`src/rtl/riscv_pkg.sv`:
```
// riscv_pkg
// Shared constants for the EX->MEM->WB result path: datapath and register
// address widths, the load flag position inside the memory-op field, and the
// func3 encodings of the load instructions.
package riscv_pkg;

    localparam int XLEN       = 32;
    localparam int REG_AW     = 5;

    // ex_mem_op[3] marks a load; ex_mem_op[2:0] carries func3
    localparam int MEMOP_LOAD = 3;

    localparam logic [2:0] FUNCT3_LB  = 3'b000;
    localparam logic [2:0] FUNCT3_LH  = 3'b001;
    localparam logic [2:0] FUNCT3_LW  = 3'b010;
    localparam logic [2:0] FUNCT3_LBU = 3'b100;
    localparam logic [2:0] FUNCT3_LHU = 3'b101;

endpackage

```
`src/rtl/result_pipeline_if.sv`:
```
// result_pipeline_if
// Instruction bundle presented by the EX stage to the result pipeline.
//   ex_valid    EX presents an instruction (0 = bubble)
//   ex_rd_en    instruction writes rd
//   ex_rd       destination register
//   ex_result   ALU result / link address / load address
//   ex_mem_op   [3]=load, [2:0]=func3
//   ex_addr_lo  byte offset of the load address
// Modports: master = EX stage (drives), slave = result pipeline (receives).
interface result_pipeline_if;
    import riscv_pkg::*;

    logic              ex_valid;
    logic              ex_rd_en;
    logic [REG_AW-1:0] ex_rd;
    logic [XLEN-1:0]   ex_result;
    logic [3:0]        ex_mem_op;
    logic [1:0]        ex_addr_lo;

    modport master (
        output ex_valid, ex_rd_en, ex_rd, ex_result, ex_mem_op, ex_addr_lo
    );

    modport slave (
        input ex_valid, ex_rd_en, ex_rd, ex_result, ex_mem_op, ex_addr_lo
    );

endinterface

```
`src/rtl/result_pipeline_load_extend.sv`:
```
// load_extend
// Combinational load-data aligner/extender placed between M and W.
//   rdata    in   XLEN  word returned by the synchronous data RAM
//   addr_lo  in   2     byte offset of the load address
//   func3    in   3     load type
//   value    out  XLEN  aligned, sign/zero-extended load value
module load_extend
    import riscv_pkg::*;
(
    input  logic [XLEN-1:0] rdata,
    input  logic [1:0]      addr_lo,
    input  logic [2:0]      func3,
    output logic [XLEN-1:0] value
);

    logic [7:0]  lane [4];
    logic [7:0]  byte_sel;
    logic [15:0] half_sel;

    for (genvar gi = 0; gi < 4; gi++) begin : g_lane
        assign lane[gi] = rdata[8*gi +: 8];
    end

    // Halfword selection uses addr_lo[1] only; a misaligned halfword simply
    // reads the aligned half that contains it.
    assign byte_sel = lane[addr_lo];
    assign half_sel = addr_lo[1] ? rdata[31:16] : rdata[15:0];

    always_comb begin
        value = rdata;
        case (func3)
            FUNCT3_LB:  value = {{(XLEN-8){byte_sel[7]}}, byte_sel};
            FUNCT3_LBU: value = {{(XLEN-8){1'b0}}, byte_sel};
            FUNCT3_LH:  value = {{(XLEN-16){half_sel[15]}}, half_sel};
            FUNCT3_LHU: value = {{(XLEN-16){1'b0}}, half_sel};
            default:    value = rdata;
        endcase
    end

endmodule

```
`src/rtl/result_pipeline.sv`:
```
// result_pipeline
// EX->MEM->WB result path of the RV32 core. Two registered stages (M, W)
// expose rd/data/load tags for forwarding and load-use detection, finish load
// data on the M->W edge, drive the regfile write port from W and count
// retired instructions.
//   clk, rst_n       clock, asynchronous active-low reset
//   hold             freeze all stages (memory wait)
//   flush            kill the EX instruction being captured this cycle
//   ex               EX instruction bundle (result_pipeline_if.slave)
//   mem_rdata        RAM word, valid while a load sits in M
//   m_rd/m_data/m_load   M-stage forwarding tags
//   w_rd/w_data          W-stage forwarding tags
//   rf_we/rf_waddr/rf_wdata  regfile write port
//   retired          retired-instruction count
module result_pipeline
    import riscv_pkg::*;
(
    input  logic               clk,
    input  logic               rst_n,
    input  logic               hold,
    input  logic               flush,
    result_pipeline_if.slave   ex,
    input  logic [XLEN-1:0]    mem_rdata,
    output logic [REG_AW-1:0]  m_rd,
    output logic [XLEN-1:0]    m_data,
    output logic               m_load,
    output logic [REG_AW-1:0]  w_rd,
    output logic [XLEN-1:0]    w_data,
    output logic               rf_we,
    output logic [REG_AW-1:0]  rf_waddr,
    output logic [XLEN-1:0]    rf_wdata,
    output logic [31:0]        retired
);

    // M stage
    logic              m_valid_q;
    logic              m_rd_en_q;
    logic [REG_AW-1:0] m_rd_q;
    logic [XLEN-1:0]   m_result_q;
    logic [3:0]        m_mem_op_q;
    logic [1:0]        m_addr_lo_q;

    // W stage
    logic              w_valid_q;
    logic              w_rd_en_q;
    logic [REG_AW-1:0] w_rd_q;
    logic [XLEN-1:0]   w_data_q;

    logic [31:0]       retired_q;
    logic [XLEN-1:0]   load_value;
    logic [XLEN-1:0]   w_data_d;

    load_extend u_load_extend (
        .rdata   (mem_rdata),
        .addr_lo (m_addr_lo_q),
        .func3   (m_mem_op_q[2:0]),
        .value   (load_value)
    );

    assign w_data_d = m_mem_op_q[MEMOP_LOAD] ? load_value : m_result_q;

    always_ff @(posedge clk or negedge rst_n) begin
        if (!rst_n) begin
            m_valid_q   <= 1'b0;
            m_rd_en_q   <= 1'b0;
            m_rd_q      <= '0;
            m_result_q  <= '0;
            m_mem_op_q  <= '0;
            m_addr_lo_q <= '0;
            w_valid_q   <= 1'b0;
            w_rd_en_q   <= 1'b0;
            w_rd_q      <= '0;
            w_data_q    <= '0;
            retired_q   <= '0;
        end else if (!hold) begin
            // flush only kills the incoming EX slot; M and W are older than
            // the redirecting branch and always advance.
            m_valid_q   <= ex.ex_valid & ~flush;
            m_rd_en_q   <= ex.ex_rd_en;
            m_rd_q      <= ex.ex_rd;
            m_result_q  <= ex.ex_result;
            m_mem_op_q  <= ex.ex_mem_op;
            m_addr_lo_q <= ex.ex_addr_lo;
            w_valid_q   <= m_valid_q;
            w_rd_en_q   <= m_rd_en_q;
            w_rd_q      <= m_rd_q;
            w_data_q    <= w_data_d;
            if (w_valid_q) begin
                retired_q <= retired_q + 32'd1;
            end
        end
    end

    // x0 is never a target, so it never appears as a forwarding tag.
    assign m_rd     = (m_valid_q & m_rd_en_q) ? m_rd_q : '0;
    assign m_data   = m_result_q;
    assign m_load   = m_valid_q & m_mem_op_q[MEMOP_LOAD] & (m_rd != '0);
    assign w_rd     = (w_valid_q & w_rd_en_q) ? w_rd_q : '0;
    assign w_data   = w_data_q;
    assign rf_we    = (w_rd != '0) & ~hold;
    assign rf_waddr = w_rd;
    assign rf_wdata = w_data;
    assign retired  = retired_q;

endmodule
```
`src/flat_wrapper.sv`:
```
// flat-port wrapper written by rule: the top's interface ports become plain ports
module result_pipeline_flat import riscv_pkg::*;
  (clk, rst_n, hold, flush, mem_rdata, m_rd, m_data, m_load, w_rd, w_data, rf_we, rf_waddr, rf_wdata, retired, ex_ex_valid, ex_ex_rd_en, ex_ex_rd, ex_ex_result, ex_ex_mem_op, ex_ex_addr_lo);
  result_pipeline_if ex_i ();
  input  logic clk;
  input  logic rst_n;
  input  logic hold;
  input  logic flush;
  input  logic [XLEN-1:0] mem_rdata;
  output logic [REG_AW-1:0] m_rd;
  output logic [XLEN-1:0] m_data;
  output logic m_load;
  output logic [REG_AW-1:0] w_rd;
  output logic [XLEN-1:0] w_data;
  output logic rf_we;
  output logic [REG_AW-1:0] rf_waddr;
  output logic [XLEN-1:0] rf_wdata;
  output logic [31:0] retired;
  input wire logic [$bits(ex_i.ex_valid)-1:0] ex_ex_valid;
  input wire logic [$bits(ex_i.ex_rd_en)-1:0] ex_ex_rd_en;
  input wire logic [$bits(ex_i.ex_rd)-1:0] ex_ex_rd;
  input wire logic [$bits(ex_i.ex_result)-1:0] ex_ex_result;
  input wire logic [$bits(ex_i.ex_mem_op)-1:0] ex_ex_mem_op;
  input wire logic [$bits(ex_i.ex_addr_lo)-1:0] ex_ex_addr_lo;
  assign ex_i.ex_valid = ex_ex_valid;
  assign ex_i.ex_rd_en = ex_ex_rd_en;
  assign ex_i.ex_rd = ex_ex_rd;
  assign ex_i.ex_result = ex_ex_result;
  assign ex_i.ex_mem_op = ex_ex_mem_op;
  assign ex_i.ex_addr_lo = ex_ex_addr_lo;
  result_pipeline u_core (.clk(clk), .rst_n(rst_n), .hold(hold), .flush(flush), .ex(ex_i), .mem_rdata(mem_rdata), .m_rd(m_rd), .m_data(m_data), .m_load(m_load), .w_rd(w_rd), .w_data(w_data), .rf_we(rf_we), .rf_waddr(rf_waddr), .rf_wdata(rf_wdata), .retired(retired));
endmodule
```
`config.mk`:
```
export PLATFORM = sky130hd
export DESIGN_NAME = result_pipeline_flat
export DESIGN_NICKNAME = d
export VERILOG_FILES = /design/src/rtl/riscv_pkg.sv /design/src/rtl/result_pipeline_if.sv /design/src/rtl/result_pipeline_load_extend.sv /design/src/rtl/result_pipeline.sv /design/src/flat_wrapper.sv
export SDC_FILE = /design/constraint.sdc
export NUM_CORES = 1
export LEC_CHECK = 0
export ABC_AREA = 1
export CAP_MARGIN = 20
export CORE_MARGIN = 8
export CORE_UTILIZATION = 42
export DETAILED_ROUTE_END_ITERATION = 10
export GPL_ROUTABILITY_DRIVEN = 0
export GPL_TIMING_DRIVEN = 0
export PLACE_DENSITY = 0.89
export SLEW_MARGIN = 40
export SYNTH_ARGS = -nofsm -noshare
export SYNTH_HDL_FRONTEND = slang
export SYNTH_HIERARCHICAL = 1
export SYNTH_SLANG_ARGS = --single-unit
```
`constraint.sdc`:
```
create_clock -name clk -period 1.3 [get_ports clk]
set_input_delay 0.195 -clock clk [delete_from_list [all_inputs] [get_ports clk]]
set_output_delay 0.195 -clock clk [all_outputs]
set_load 0.05 [all_outputs]
```
==> results.toml <==
[detailed_routing]
vias = 7535
antenna_left = 0
wl_per_cell_um = 22.3
drc_errors = 0
totalWireLength_mm = 30.0
drt_pass1_iterations = 6
drt_iter0_drc = 727
vias_per_cell = 5.61

[setup_path]
cpMaxStageDelayCell = "dfrtp_2"
crit_path_start_kind = "register"
critPathRequiredTime_ps = 1580
max_stage_delay_ps = 470
cp-end-kind = "register"
reg2reg_from = "u_core/m_addr_lo_q[1]"
worstRegToRegCells = 9
worstPathCellList = "inv_4 > buf_6 > buf_8 > buf_6 > nor2_4 > nand2_1 > nand3_2 > a21oi_2 > a21oi_2"
cp_max_fo = 5
worstSetupPathType = "reg2reg"
critPathArrivalTime_ps = 2000
regToRegEndpoint = "u_core/rf_wdata[1]"
ff2ff_setup_slack_ps = -420

[finish]
fill_cells = 939
final_layout_size_suffix_gt1_frac = 0.471
fin_nets = 1224
mostFrequentLayoutCells = "nand2_1 (221), dfrtp_1 (80), clkdlybuf4s50_1 (78)"
design_area_sq_um = 11400
final_common_cell = "nand2_1"
fin_util = 0.754
syn2layout_area_growth_pct = 76.1

[yosys]
mappedNetlistNets = 919
synth.distinct_cells = 34
yosys_warnings = 6
ys_seq_elements = 116
postSynthAreaPerCell_sq_um = 7.74
synthCells = 837
yosysSeqAreaShare = 0.448
synth_area_sq_um = 6480

[global_routing]
grt_pass1_vias = 7581
grtUsageTotal = 0.277
grt_max_degree = 76
grt_pass1_wl_mm = 42.2
antenna_found_initial = 1
grt-ovfl-total = 0

[place]
post-dp-hpwl_mm = 16.8
postPlaceCellArea_sq_um = 9220
io_buffers = 224

[flow_run]
maxCapViolations = 0

[clock_tree]
path_clk_slew_ps = 60
root_buffer = "clkbuf_16"
cts_buffer_depth = 2
clkLatencyLatePin_ps = 410
cts-buffers-inserted = 17
htreeDepth = 4
cts_tree = "yes"
clock-sinks = 116

[sta]
worst_slew_pin_slew_ps = 1090
rsz0062_at_grt = "yes"
maxClockFrequency_mhz = 580
post-route-period-util = 1.33
fin_crit_ps = 1720
fin_ws_ps = -424
slew-limit-headroom = 0.275
fin_worst_skew_ps = 8.94
setup-violations-final = 84
final_max_slew_viol_count = 0
finalHoldViolCount = 0

[die]
design.core.area_sq_um = 15100
initial_core_util = 0.428
die_h_um = 140
io_pins = 226
die_area_sq_um = 19700
rows = 45
dieWidth_um = 140

[power]
peakVddDrop_v = 0.00102
p_per_area_nw_per_um2 = 1380
power.leakage_uw = 0.00562

[run_status]
violations = "negative setup slack"
status = "finished, violations left"

[worst_hold_path]
worstHoldPathType = "in2async"
## metrics by stage
step / setup TNS [ps] / std cells / power, uW / hold WS (ps) / setup WS, ps
after floorplan: -3970 / 837 / 7410 / -101 / -213
after global placement: -559650 / 1249 / 9050 / 467 / -4860
after detailed placement: -38680 / 1250 / 9160 / 100 / -1010
after CTS: -10930 / 1326 / 15000 / 244 / -440
after global routing: -20830 / 1344 / 16200 / 289 / -491
final: -16900 / 1344 / 15800 / 262 / -424
## power breakdown
group / switching (uW) / internal [uW] / total (uW)
clock network: 1660 / 3450 / 5110
logic: 3800 / 2380 / 6180
registers: 453 / 4010 / 4460
## layout make-up
type / instances / area, sq um / share of cell area
antenna: 1 / 2.50 / 0.000219
buffer: 46 / 362 / 0.0317
clock buffer: 23 / 498 / 0.0436
clock inverter: 9 / 148 / 0.0129
inverter: 83 / 324 / 0.0284
multi-input combinational: 566 / 3810 / 0.334
sequential: 116 / 2950 / 0.258
tap: 188 / 235 / 0.0206
timing repair buffer: 312 / 3090 / 0.271
## synthesized netlist by cell type (all sizes together)
library cell  number  area (sq um)
a21boi             1          7.51
a21oi             65           325
and2               1          8.76
buf               59           409
clkbuf            13          48.8
dfrtp            116          2900
ha                 1          12.5
inv               83           312
nand2            260          1020
nand3             67           455
nand3b             2          27.5
nand4              8          50.1
nor2              87           423
nor3              10          60.1
o211ai             2          15.0
o21ai             35           175
o22ai              1          6.26
or2                3          18.8
xnor2             14           130
xor2               9          78.8
## registers in the layout, indices dropped and copies added (netlist names)
register and count:
u_core/w_valid_q 1, u_core/w_rd_q 5, u_core/m_data 32, u_core/rf_wdata 32, u_core/m_mem_op_q 4, u_core/m_addr_lo_q 2
u_core/m_valid_q 1, u_core/w_rd_en_q 1, u_core/retired 32, u_core/m_rd_en_q 1, u_core/m_rd_q 5
## how the worst max path moves through the flow
stage                          start                 end  slack, ps  cells after the start
2_1_floorplan       u_core/w_valid_q               rf_we       -210                      4
5_1_grt             u_core/w_valid_q               rf_we       -490                      5
3_3_place_gp                   rst_n  u_core/retired[10]      -4860                      1
6_report       u_core/m_addr_lo_q[1]  u_core/rf_wdata[1]       -420                      9
3_5_place_dp    u_core/m_mem_op_q[3]              m_load      -1010                      4
4_1_cts             u_core/w_rd_en_q               rf_we       -440                      5
## kinds of logic (layout without fill, tap and decap cells)
kind of cell,count (synthesis),in the layout,share of synthesized area
other,0,1,0
flip-flops,116,116,0.448
XOR/XNOR,23,23,0.0322
AND/OR/NAND/NOR,438,438,0.318
adder cells (fa/ha/maj),1,1,0.00193
AO/OA/AOI/OAI,104,104,0.0816
buffers and inverters,155,473,0.119
## metal layers
metal  share of wire  track usage  wire length (um)
met4           0.068        0.202              2030
met5               0            0                 0
met2            0.47        0.431             14100
met1            0.37        0.310             11100
met3           0.092        0.101              2740
## repair_timing
| item | 4_1_cts | 5_1_grt |
|---|---|---|
| hold endpoints to repair | 41 | 0 |
| endpoints found under the setup margin | 198 | 135 |
| gates resized for setup | 1045 | 168 |
| hold buffers | 1 | 0 |
| pin swaps | 69 | 81 |
| cloned | 4 | 0 |
| setup buffers | 63 | 23 |
## critical path, delay by kind of cell (launching register included)
| kind | cells | cell delay, ps |
|---|---|---|
| buffers and inverters | 4 | 520 |
| DFF | 1 | 470 |
| AOI/OAI and AO/OA | 2 | 360 |
| and+or+nand+nor | 3 | 250 |
(Power assumes the default switching activity.)
